**src/rtl/dot_seq_pkg.sv**
```systemverilog
// Shared definitions for the dot-product sequencer: FSM state encoding and
// default widths for operands, accumulator result and vector length.
package dot_seq_pkg;

  localparam int DOT_DATA_W = 8;
  localparam int DOT_ACC_W  = 26;
  localparam int DOT_LEN_W  = 8;

  typedef enum logic [1:0] {
    ST_IDLE  = 2'd0,
    ST_ACC   = 2'd1,
    ST_DRAIN = 2'd2,
    ST_DONE  = 2'd3
  } state_t;

endpackage

```
**src/rtl/dot_seq.sv**
```systemverilog
// Dot-product sequencer. Streams len operand pairs into a downstream MAC,
// waits one cycle for the MAC to absorb the final pair, then captures the
// MAC accumulator as the result and pulses done. The block itself does no
// arithmetic on the operands; the MAC lives beside it in the datapath top.
module dot_seq
  import dot_seq_pkg::*;
#(
  parameter int DATA_W = DOT_DATA_W,
  parameter int ACC_W  = DOT_ACC_W,
  parameter int LEN_W  = DOT_LEN_W
) (
  input  logic              clk,
  input  logic              rst_n,
  input  logic              start,
  input  logic [LEN_W-1:0]  len,
  input  logic              abort,
  input  logic              in_vld,
  input  logic [DATA_W-1:0] in_a,
  input  logic [DATA_W-1:0] in_b,
  output logic              in_rdy,
  output logic [DATA_W-1:0] mac_a,
  output logic [DATA_W-1:0] mac_b,
  output logic              mac_clr_n,
  input  logic [ACC_W-1:0]  mac_acc,
  output logic [ACC_W-1:0]  result,
  output logic              done,
  output logic              busy
);

  state_t            state_q;
  state_t            state_d;
  logic [LEN_W-1:0]  remaining_q;
  logic              xfer;
  logic              capture;
  logic [DATA_W-1:0] mac_a_p0;
  logic [DATA_W-1:0] mac_b_p0;
  logic [ACC_W-1:0]  result_q;
  logic              done_q;

  // State register; reset lands in IDLE immediately.
  always_ff @(posedge clk or negedge rst_n) begin
    if (!rst_n) begin
      state_q <= ST_IDLE;
    end else begin
      state_q <= state_d;
    end
  end

  // Next state, handshake and capture decode. abort wins over everything
  // outside IDLE; start is only looked at in IDLE.
  always_comb begin
    state_d = state_q;
    in_rdy  = 1'b0;
    xfer    = 1'b0;
    capture = 1'b0;
    case (state_q)
      ST_IDLE: begin
        if (start) begin
          state_d = (len == '0) ? ST_DONE : ST_ACC;
        end
      end
      ST_ACC: begin
        if (abort) begin
          state_d = ST_IDLE;
        end else begin
          in_rdy = 1'b1;
          if (in_vld) begin
            xfer = 1'b1;
            if (remaining_q == LEN_W'(1)) begin
              state_d = ST_DRAIN;
            end
          end
        end
      end
      ST_DRAIN: begin
        state_d = abort ? ST_IDLE : ST_DONE;
      end
      ST_DONE: begin
        state_d = ST_IDLE;
        capture = !abort;
      end
      default: begin
        state_d = ST_IDLE;
      end
    endcase
  end

  // Pair counter: loaded with len on start, decremented on every transfer.
  always_ff @(posedge clk or negedge rst_n) begin
    if (!rst_n) begin
      remaining_q <= '0;
    end else if ((state_q == ST_IDLE) && start) begin
      remaining_q <= len;
    end else if (xfer) begin
      remaining_q <= remaining_q - LEN_W'(1);
    end
  end

  // Stage p0: operand register to the MAC; zero whenever no pair moves so
  // the MAC adds nothing on idle or aborted cycles.
  always_ff @(posedge clk or negedge rst_n) begin
    if (!rst_n) begin
      mac_a_p0 <= '0;
      mac_b_p0 <= '0;
    end else if (xfer) begin
      mac_a_p0 <= in_a;
      mac_b_p0 <= in_b;
    end else begin
      mac_a_p0 <= '0;
      mac_b_p0 <= '0;
    end
  end

  // Result capture and one-cycle done pulse, taken from the MAC in DONE.
  always_ff @(posedge clk or negedge rst_n) begin
    if (!rst_n) begin
      result_q <= '0;
      done_q   <= 1'b0;
    end else begin
      done_q <= capture;
      if (capture) begin
        result_q <= mac_acc;
      end
    end
  end

  assign mac_a     = mac_a_p0;
  assign mac_b     = mac_b_p0;
  assign result    = result_q;
  assign done      = done_q;
  assign busy      = (state_q != ST_IDLE);
  assign mac_clr_n = (state_q != ST_IDLE);

endmodule

```
**config.mk**
```make
export PLATFORM = sky130hd
export DESIGN_NAME = dot_seq
export DESIGN_NICKNAME = d
export VERILOG_FILES = /design/src/rtl/dot_seq_pkg.sv /design/src/rtl/dot_seq.sv
export SDC_FILE = /design/constraint.sdc
export NUM_CORES = 1
export LEC_CHECK = 0
export CAP_MARGIN = 10
export CORE_MARGIN = 2
export CORE_UTILIZATION = 40
export DETAILED_ROUTE_END_ITERATION = 8
export HOLD_SLACK_MARGIN = 0.02
export PLACE_DENSITY = 0.78
export SETUP_SLACK_MARGIN = 0.3
export SYNTH_ARGS = -nofsm -noshare
export SYNTH_HDL_FRONTEND = slang
export SYNTH_SLANG_ARGS = --single-unit
```
**constraint.sdc**
```tcl
create_clock -name clk -period 2.3 [get_ports clk]
set_input_delay 0.46 -clock clk [delete_from_list [all_inputs] [get_ports clk]]
set_output_delay 0.46 -clock clk [all_outputs]
set_load 0.01 [all_outputs]
```
==> results <==
- The fraction of the yosys area taken by sequential cells is 61.9%.
- The number of detailed-routing iterations run before antenna repair is 4.
- The leakage power is 1.61 nW.
- The clock net in this run drives a total of 53 sinks.
- The clock tree root driver cell is sky130_fd_sc_hd__clkbuf_8.
- The number of maximum-capacitance violations is 0.
- The fraction of synthesis flops using an asynchronous set or reset pin is 100%.
- The number of distinct standard cells referenced by the synthesized netlist is 36.
- The count of antenna diodes in the layout is 0.
- STA classifies the critical path endpoint as a register.
- The congestion estimate from routability-driven global placement came to 0.851.
- Yosys instantiated no cell more often than sky130_fd_sc_hd__nand2_1.
- The total of buffers placed on input and output ports is 100.
- At the worst endpoint, the required time is 2490 ps.
- Along the worst path, the maximum fanout reaches 12.
- The latest clock arrival within the worst-skew pair is 300 ps.
- The synthesized design contains 53 register bits.
- In the routed layout, each cell is associated on average with a via count of 4.70.
- Clock skew on the completed layout was measured at 5.88 ps.
- The highest ir drop seen on vdd is 0.314 mV.
- The power density normalized to cell area is 703 nW/um^2.
- In this run the mean area of a mapped cell was 9.92 sq um.
- The number of buffers inserted during clock tree synthesis is 5.
- The maximum clock insertion buffer count is 2.
- Yosys printed 0 warnings.
- The aggregate global routing overflow is 0.
- The overall die width is 77.2 um.
- The top cell type by total area after synthesis is sky130_fd_sc_hd__dfrtp_1.
- The clock transition time at the flip-flop clock pins of the worst setup and hold paths is 90 ps.
- The number of antenna violations at the first check in global routing is 0.
- The worst path uses 81.1% of the clock period.
- The total area inside the core boundary comes to 5140 sq um.
- The worst hold path belongs to the class primary input to async pin.
- The startpoint type of the worst setup path is a primary input.
- Setup repair after global routing left no endpoint under its margin.
- Measured against its own limit, the worst slew margin works out to 63.1%.
- The net count after synthesis is 273.
- The pin count of the biggest net entering global routing is 28.
- The number of core rows is 26.
- The slack of the critical path is 434 ps.
- The final number of max-transition violations is 0.
- The multi-input logic area is 753 sq um.
- The highest clock frequency the design can meet is 536 MHz.
- The total negative slack is 0 ps.
- The vias after detailed routing is 1855.
- Sorting the synthesized cells by area gives the leading types as sky130_fd_sc_hd__dfrtp_1, sky130_fd_sc_hd__nand2_1, sky130_fd_sc_hd__and2_1.
- The global-route usage over all layers is 18.4%.
- The level count of the clock H-tree is 2.
- The cell area reported after detailed placement is 3240 sq um.
- The flow ran to the end, and the final reports show no timing, DRC or antenna violations.
- The die area is 5960 sq um.
- The count of endpoints failing hold in the final timing report is 0.
- From synthesis to final layout, the design area changed by 58.0%.
- The first global-routing pass estimated 8.90 mm of wire.
- Counting I/O delays and the setup requirement, the final critical path takes 1870 ps.
- For this run, the leading register cell type out of synthesis is sky130_fd_sc_hd__dfrtp_1.
- The number of flops mapped to enable cells by yosys is 0.
- Before CTS, the worst setup slack after placement is 127 ps.
- In the synthesized netlist, the number of instances is 216.
- The final-report setup violation count is 0.
- The count of nets left with antenna violations once routing finished came out at 0.
- The sum of net half-perimeters after detailed placement is 3.84 mm.
- The remaining routing DRC violations is 0.
- The routed length per instance is 12.9 um.
- The initial core utilization is 41.7%.
- For this block, the initial DRC count from the detailed router was 61.
- The cell area that synthesis handed to floorplanning was 2140 sq um.
- The layout filler cell count is 453.
- In the final layout, flip-flops and latches occupy 1330 sq um.
- The design draws 2.38 mW.
- At the pin with the least slew margin, the transition time is 554 ps.
- The fraction of final layout cells sized beyond drive strength 1 is 8.62%.
- The I/O pin count is 101.
- The top-area cell type share of the netlist area is 61.9%.
- The TritonCTS clock tree is built.
- STA puts the critical path data arrival time at 2050 ps.
- The vertical die dimension is 77.2 um.
- The cts-stage hold buffer count is 0.
- The final layout contains routed wiring with a total length of 5.08 mm.
- The worst setup path is of the primary input to register kind.
- In the final design database the tool counted 381 nets.
- The commonest cells after synthesis are sky130_fd_sc_hd__nand2_1, sky130_fd_sc_hd__dfrtp_1, sky130_fd_sc_hd__and2_1.
- The number of global-route vias before repair came to 1941.
- The final cell area excluding filler cells is 3390 sq um.
==> area by class of cell <==
| type | count | share of cell area [%] |
|---|---|---|
| flip-flops and latches | 53 | 39.2 |
| repair buffers | 111 | 32.0 |
| multi-input cells | 149 | 22.2 |
| well taps | 70 | 2.59 |
| clock buffers | 6 | 2.44 |
| clock inverters | 2 | 1.11 |
| inverters | 4 | 0.443 |
==> registers in the layout (all words and copies together), names as in the netlist <==
register	flops
state_q	2
remaining_q	8
mac_b	8
result	26
mac_a	8
done	1
==> worst paths after layout <==
path                                       end        from  slack, ps  depth (start not counted)
worst max-delay path            remaining_q[6]       abort        430                          6
worst min-delay path            remaining_q[3]       rst_n        140                          1
worst max register to register  remaining_q[6]  state_q[1]        620                          5
worst min register to register      result[13]  result[13]        480                          2
max in group asynchronous       remaining_q[2]       rst_n       1550                          2
min in group clk                    result[13]  result[13]        480                          2
==> critical path, stage by stage <==
cell,delay (ps)
sky130_fd_sc_hd__clkdlybuf4s50_1,430
sky130_fd_sc_hd__buf_4,160
sky130_fd_sc_hd__and4bb_2,420
sky130_fd_sc_hd__nor2_2,120
sky130_fd_sc_hd__a21o_1,170
sky130_fd_sc_hd__a221o_1,290
==> cells by family (layout without fill, tap and decap cells) <==
kind of cell,count (synthesis),in the layout,share of synthesized area [%]
flops,53,53,61.9
compound gates,19,19,6.25
fa+ha+maj,2,2,1.17
buf+inv,14,123,3.21
simple gates,128,128,27.5
==> metrics by stage <==
| stage | std cells | hold WS [ps] | util [%] |
|---|---|---|---|
| after floorplan | 216 | 164 | - |
| after detailed placement | 385 | 465 | 63.0 |
| final | 395 | 138 | 65.9 |
| after global placement | 385 | 458 | 63.0 |
| after CTS | 395 | 154 | 65.7 |
| after global routing | 395 | 178 | 65.9 |
==> power breakdown <==
group          internal [mW]  switching [mW]
clock                  0.354           0.292
combinational          0.335           0.257
sequential              1.05          0.0902
==> timing repair <==
item	CTS	global route
resized for setup	3	3
setup buffers	2	0
endpoints found under the hold margin	0	0
setup endpoints to repair	3	3
==> cell usage in the layout, fill, tap and decap left out, types with 2 or more instances in the layout <==
cell type,count
sky130_fd_sc_hd__clkbuf_8,6
sky130_fd_sc_hd__dfrtp_1,51
sky130_fd_sc_hd__o211ai_1,2
sky130_fd_sc_hd__nor4_1,2
sky130_fd_sc_hd__a32oi_1,2
sky130_fd_sc_hd__dlymetal6s2s_1,2
sky130_fd_sc_hd__dfrtp_2,2
sky130_fd_sc_hd__nand2_1,87
sky130_fd_sc_hd__nor2_1,6
sky130_fd_sc_hd__and2_1,16
sky130_fd_sc_hd__clkdlybuf4s50_1,96
sky130_fd_sc_hd__a21oi_1,2
sky130_fd_sc_hd__a221o_1,3
sky130_fd_sc_hd__nor3_1,3
sky130_fd_sc_hd__o21ai_0,6
sky130_fd_sc_hd__buf_4,11
sky130_fd_sc_hd__inv_1,3
sky130_fd_sc_hd__ha_1,2
==> metal layers <==
layer / share of wire (%) / global-route usage (%)
met1: 42 / 22.1
met3: 7.9 / 6.12
met5: 0 / 0
met4: 1.6 / 5.36
met2: 49 / 31.4
Power figures use the tool's default switching activity.
